<file path="src/rtl/demux_1to2_stream_pkg.sv">
// Shared constants and types for the 1:2 stream demultiplexer and its channel buffers.
package demux_pkg;

    localparam int CH0       = 0;
    localparam int CH1       = 1;
    localparam int BUF_DEPTH = 2;

    // Occupancy of one channel buffer: 0, 1 or 2 beats.
    typedef logic [1:0] occ_t;

    localparam occ_t OCC_EMPTY = occ_t'(0);
    localparam occ_t OCC_ONE   = occ_t'(1);
    localparam occ_t OCC_FULL  = occ_t'(BUF_DEPTH);

endpackage

</file>
<file path="src/rtl/demux_1to2_stream_if.sv">
// Stream bundle for the 1:2 demux: one input stream, two output streams and their transfer counters.
interface demux_1to2_stream_if #(
    parameter int WIDTH = 8,
    parameter int CNT_W = 16
);
    logic             in_valid;
    logic             in_ready;
    logic             in_sel;
    logic [WIDTH-1:0] in_data;

    logic             out0_valid;
    logic             out0_ready;
    logic [WIDTH-1:0] out0_data;
    logic             out1_valid;
    logic             out1_ready;
    logic [WIDTH-1:0] out1_data;

    logic [CNT_W-1:0] out0_count;
    logic [CNT_W-1:0] out1_count;

    // Environment side: producer plus both consumers.
    modport master (
        output in_valid, in_sel, in_data, out0_ready, out1_ready,
        input  in_ready, out0_valid, out0_data, out1_valid, out1_data,
               out0_count, out1_count
    );

    // Demux side.
    modport slave (
        input  in_valid, in_sel, in_data, out0_ready, out1_ready,
        output in_ready, out0_valid, out0_data, out1_valid, out1_data,
               out0_count, out1_count
    );

endinterface

</file>
<file path="src/rtl/demux_1to2_stream_chan_buf.sv">
// One output channel: 2-entry FIFO with registered head/valid/full and a wrapping transfer counter.
module demux_chan_buf
    import demux_pkg::*;
#(
    parameter int WIDTH = 8,
    parameter int CNT_W = 16
) (
    input  logic             clk,
    input  logic             reset,
    input  logic             push,
    input  logic [WIDTH-1:0] push_data,
    output logic             full,
    output logic             valid,
    input  logic             ready,
    output logic [WIDTH-1:0] data,
    output logic [CNT_W-1:0] count
);

    occ_t             occ;
    occ_t             occ_next;
    logic [WIDTH-1:0] tail;
    logic             do_push;
    logic             do_pop;

    assign do_push = push && !full;
    assign do_pop  = valid && ready;

    always_comb begin
        occ_next = occ;
        case ({do_push, do_pop})
            2'b10:   occ_next = occ + OCC_ONE;
            2'b01:   occ_next = occ - OCC_ONE;
            default: occ_next = occ;
        endcase
    end

    // Head lives in 'data' directly so the output is a flop; 'tail' holds the second beat.
    always_ff @(posedge clk or posedge reset) begin
        if (reset) begin
            occ   <= OCC_EMPTY;
            valid <= 1'b0;
            full  <= 1'b0;
            data  <= '0;
            tail  <= '0;
            count <= '0;
        end else begin
            occ   <= occ_next;
            valid <= (occ_next != OCC_EMPTY);
            full  <= (occ_next == OCC_FULL);
            if (do_pop) begin
                count <= count + CNT_W'(1);
            end
            if (do_push && (occ == OCC_EMPTY || (do_pop && occ == OCC_ONE))) begin
                data <= push_data;
            end else if (do_push) begin
                tail <= push_data;
            end else if (do_pop && occ == OCC_FULL) begin
                data <= tail;
            end
        end
    end

endmodule

</file>
<file path="src/rtl/demux_1to2_stream.sv">
// 1:2 stream demultiplexer: routes each input beat by in_sel into one of two buffered output channels.
module demux_1to2_stream
    import demux_pkg::*;
#(
    parameter int WIDTH = 8,
    parameter int CNT_W = 16
) (
    input  logic                  clk,
    input  logic                  reset,
    demux_1to2_stream_if.slave    bus
);

    logic full0;
    logic full1;
    logic accept;
    logic push0;
    logic push1;

    // Selected channel's full flag alone gates the producer (head-of-line blocking is intended);
    // reset forces it low so nothing is taken while the buffers are being cleared.
    assign bus.in_ready = ~reset & ~(bus.in_sel ? full1 : full0);
    assign accept       = bus.in_valid & bus.in_ready;
    assign push0        = accept & (bus.in_sel == 1'(CH0));
    assign push1        = accept & (bus.in_sel == 1'(CH1));

    demux_chan_buf #(
        .WIDTH (WIDTH),
        .CNT_W (CNT_W)
    ) u_ch0 (
        .clk       (clk),
        .reset     (reset),
        .push      (push0),
        .push_data (bus.in_data),
        .full      (full0),
        .valid     (bus.out0_valid),
        .ready     (bus.out0_ready),
        .data      (bus.out0_data),
        .count     (bus.out0_count)
    );

    demux_chan_buf #(
        .WIDTH (WIDTH),
        .CNT_W (CNT_W)
    ) u_ch1 (
        .clk       (clk),
        .reset     (reset),
        .push      (push1),
        .push_data (bus.in_data),
        .full      (full1),
        .valid     (bus.out1_valid),
        .ready     (bus.out1_ready),
        .data      (bus.out1_data),
        .count     (bus.out1_count)
    );

endmodule
</file>
<file path="src/flat_wrapper.sv">
// flat-port wrapper written by rule: the top's interface ports become plain ports
module demux_1to2_stream_flat import demux_pkg::*;
#(
    parameter int WIDTH = 8,
    parameter int CNT_W = 16
)
  (clk, reset, bus_in_valid, bus_in_sel, bus_in_data, bus_out0_ready, bus_out1_ready, bus_in_ready, bus_out0_valid, bus_out0_data, bus_out1_valid, bus_out1_data, bus_out0_count, bus_out1_count);
  demux_1to2_stream_if #(.WIDTH(WIDTH), .CNT_W(CNT_W)) bus_i ();
  input  logic clk;
  input  logic reset;
  input wire logic [$bits(bus_i.in_valid)-1:0] bus_in_valid;
  input wire logic [$bits(bus_i.in_sel)-1:0] bus_in_sel;
  input wire logic [$bits(bus_i.in_data)-1:0] bus_in_data;
  input wire logic [$bits(bus_i.out0_ready)-1:0] bus_out0_ready;
  input wire logic [$bits(bus_i.out1_ready)-1:0] bus_out1_ready;
  output wire logic [$bits(bus_i.in_ready)-1:0] bus_in_ready;
  output wire logic [$bits(bus_i.out0_valid)-1:0] bus_out0_valid;
  output wire logic [$bits(bus_i.out0_data)-1:0] bus_out0_data;
  output wire logic [$bits(bus_i.out1_valid)-1:0] bus_out1_valid;
  output wire logic [$bits(bus_i.out1_data)-1:0] bus_out1_data;
  output wire logic [$bits(bus_i.out0_count)-1:0] bus_out0_count;
  output wire logic [$bits(bus_i.out1_count)-1:0] bus_out1_count;
  assign bus_i.in_valid = bus_in_valid;
  assign bus_i.in_sel = bus_in_sel;
  assign bus_i.in_data = bus_in_data;
  assign bus_i.out0_ready = bus_out0_ready;
  assign bus_i.out1_ready = bus_out1_ready;
  assign bus_in_ready = bus_i.in_ready;
  assign bus_out0_valid = bus_i.out0_valid;
  assign bus_out0_data = bus_i.out0_data;
  assign bus_out1_valid = bus_i.out1_valid;
  assign bus_out1_data = bus_i.out1_data;
  assign bus_out0_count = bus_i.out0_count;
  assign bus_out1_count = bus_i.out1_count;
  demux_1to2_stream #(.WIDTH(WIDTH), .CNT_W(CNT_W)) u_core (.clk(clk), .reset(reset), .bus(bus_i));
endmodule
</file>
<file path="config.mk">
export PLATFORM = sky130hd
export DESIGN_NAME = demux_1to2_stream_flat
export DESIGN_NICKNAME = d
export VERILOG_FILES = /design/src/rtl/demux_1to2_stream_pkg.sv /design/src/rtl/demux_1to2_stream_if.sv /design/src/rtl/demux_1to2_stream_chan_buf.sv /design/src/rtl/demux_1to2_stream.sv /design/src/flat_wrapper.sv
export SDC_FILE = /design/constraint.sdc
export NUM_CORES = 1
export LEC_CHECK = 0
export ABC_AREA = 1
export CORE_MARGIN = 2
export CORE_UTILIZATION = 35
export CTS_CLUSTER_SIZE = 30
export DETAILED_ROUTE_END_ITERATION = 8
export HOLD_SLACK_MARGIN = 0.12
export PLACE_DENSITY_LB_ADDON = 0.15
export SLEW_MARGIN = 20
export SYNTH_ARGS = -nofsm -noshare
export SYNTH_HDL_FRONTEND = slang
export SYNTH_HIERARCHICAL = 1
export SYNTH_SLANG_ARGS = --single-unit
</file>
<file path="constraint.sdc">
create_clock -name clk -period 2.29 [get_ports clk]
set_input_delay 0.5725 -clock clk [delete_from_list [all_inputs] [get_ports clk]]
set_output_delay 0.5725 -clock clk [all_outputs]
set_load 0.1 [all_outputs]
</file>
==> flow_metrics.tcl <==
set metrics [dict create \
    synth_warnings 6 \
    port_buffers 64 \
    finalSetupViolCount 0 \
    syn_avg_cell_area_sq_um 9.16 \
    die_area_sq_um 11400 \
    drtPass1Iterations 4 \
    diodes 0 \
    timing.fmax_mhz 479 \
    crit_slowest_cell "clkdlybuf4s50_1" \
    ys_ff_latch 72 \
    rows 37 \
    min-delay-start "u_core/u_ch0/tail[5]" \
    critPathArrivalTime_ns 1.52 \
    finalCriticalPeriod_ns 2.09 \
    most-common-layout-cells "nand2_1, dfrtp_1, buf_4, nand3_1, inv_1" \
    drv_cap 0 \
    routedWlPerCell_um 12.3 \
    gr-total-overflow 0 \
    dp.cells 613 \
    grt_max_degree 37 \
    chipWidth_um 107 \
    clk_latency_ns 0.34 \
    layout_commonest_cell "nand2_1" \
    drt_iter0_drc 106 \
    worstRegToRegCells 11 \
    coreArea_sq_um 10300 \
    r2r-end "u_core/u_ch1/valid" \
    hold_path.class "flop to flop" \
    crit_start "reset" \
    cp_cell_sequence "clkdlybuf4s50_1, buf_4, nor2_2, buf_12" \
    period_share 0.912 \
    power_density_nw_per_um2 1320 \
    critical_path.top_delay_family "buffers and inverters" \
    fin_util 0.452 \
    drc 0 \
    slew_headroom 0.683 \
    setup.worst_path.end_class "output pin" \
    hold_buffers 0 \
    final_nets 514 \
    slowest_delay_ns 0.45 \
    syn_nets 429 \
    timing.rr.start "u_core/u_ch1/full" \
    maxSlewViolCount 0 \
    clk_pin_slew_ns 0.06 \
    status "completed" \
    yosysSeqAreaShare 0.488 \
    async_flop_share 1.00 \
    worst-path-buf-inv 3 \
    worstSetupPathType "input pin to output pin" \
    grt_antenna_before_repair 0 \
    synthCells 403 \
    grt_pass1_wl_um 12800 \
    rsz0062_at_grt "no" \
    start_kind "input pin" \
    die_h_um 107 \
    final_cells 629 \
    tightestPinTransition_ns 0.475 \
    cts.sink_count 72 \
    start_util 0.359 \
    required_ns 1.72 \
    dp_hpwl_um 5770 \
    grtUsageTotal 0.145 \
    ios 65 \
    first_global_vias 2585 \
    post_drt_via_cell_ratio 4.51 \
    cts.root.buffer_cell "clkbuf_8" \
    fin_total_pwr_uw 6140 \
    r2r_setup_slack_ns 0.59 \
    drive_gt1_frac 0.266 \
    cts_buffers 9 \
    syn2layout_area_growth_pct 25.8 \
    p_leak_uw 0.00238 \
    hold_viol 0 \
    cp_max_fo 3 \
    ir_drop_uv 647 \
    gp_congestion 0.839 \
    finalWirelength_um 7730 \
    whs_endpoint "u_core/u_ch0/tail[5]" \
    cts_tree "done" \
    fin_worst_skew_ns 0.0133 \
    vias 2837 \
    htreeDepth 3 \
    ant_nets 0 \
    netlist_area_sq_um 3690 \
    synth_edf_count 0 \
    synthFlopType "dfrtp_1" \
    min_path_cells 2 \
    synth.distinct_cells 25 \
    cts.path.max_buffers 2 \
]
==> metal layers <==
metal	global-route usage	share of wire
met1	0.203	0.49
met2	0.220	0.46
met3	0.0225	0.039
met4	0.0696	0.019
met5	0	0
==> worst max path at each step <==
stage	to	slack (ns)	depth (start not counted)
6_report	bus_in_ready	0.20	4
5_1_grt	u_core/u_ch1/full	0.15	12
4_1_cts	bus_in_ready	0.01	7
3_5_place_dp	u_core/u_ch1/valid	-0.13	13
3_3_place_gp	u_core/u_ch1/valid	-0.06	13
2_1_floorplan	bus_in_ready	0.21	4
==> report_power, final <==
group          total, uW  switching, uW  internal, uW
Sequential          2000            314          1680
Clock                899            477           421
Combinational       3250           2470           780
==> kinds of logic after synthesis <==
group | synth area share
AND/OR/NAND/NOR | 0.290
adder cells (fa/ha/maj) | 0.0407
buffers and inverters | 0.0746
flip-flops | 0.488
XOR/XNOR | 0.0522
AO/OA/AOI/OAI | 0.0542
==> metrics by stage <==
step           instance area (sq um)  setup WS (ns)  hold slack, ns  setup TNS (ns)
2_1_floorplan                   3690          0.212           0.455               0
3_3_place_gp                    4470        -0.0568           0.468          -0.212
3_5_place_dp                    4470         -0.128           0.469          -0.918
4_1_cts                         4640         0.0117           0.486               0
5_1_grt                         4640          0.154           0.509               0
6_report                        4640          0.202           0.481               0
==> Yosys cell counts (4+ instances only) <==
cell type  number  area, sq um
nor2_1         21         78.8
dfrtp_1        72         1800
ha_1           12          150
xnor2_1        12          105
nand2_4         8         90.1
nor3_1          6         30.0
nor2_4          4         45.0
inv_1          56          210
nand2_2         5         31.3
nand3_4         4         70.1
nor2_2          4         25.0
nand4_1         4         25.0
nand3_1        60          300
o21ai_2        16          140
nand3_2         4         40.0
o211ai_1        4         30.0
o21ai_0         4         20.0
xor2_1         10         87.6
nand2_1        86          323
==> flip-flops by register name, indices dropped and copies added, names as in the netlist <==
register and count:
u_core/u_ch0/count 16, u_core/u_ch0/data 8, u_core/u_ch0/full 1, u_core/u_ch0/occ 2, u_core/u_ch0/tail 8, u_core/u_ch0/valid 1, u_core/u_ch1/count 16, u_core/u_ch1/data 8
u_core/u_ch1/full 1, u_core/u_ch1/occ 2, u_core/u_ch1/tail 8, u_core/u_ch1/valid 1
==> tightest hold or removal path, cell delays in order, from the launching register on <==
cell	delay, ns
dfrtp_1	0.34
nand2_1	0.06
o21ai_2	0.05
==> layout make-up <==
cell class	instances	area, sq um
clock inverter	5	32.5
inverter	60	235
multi-input combinational	267	1620
clock buffer	11	141
tap	136	170
timing repair buffer	78	646
fill	1062	5630
sequential	72	1800
==> repair_timing <==
item | 4_1_cts | 5_1_grt
setup endpoints to repair | 0 | 1
hold endpoints to repair | 0 | 0
resized for setup | 0 | 1
setup buffers | 0 | 0
Note: power is estimated with default switching activity, not from simulation.
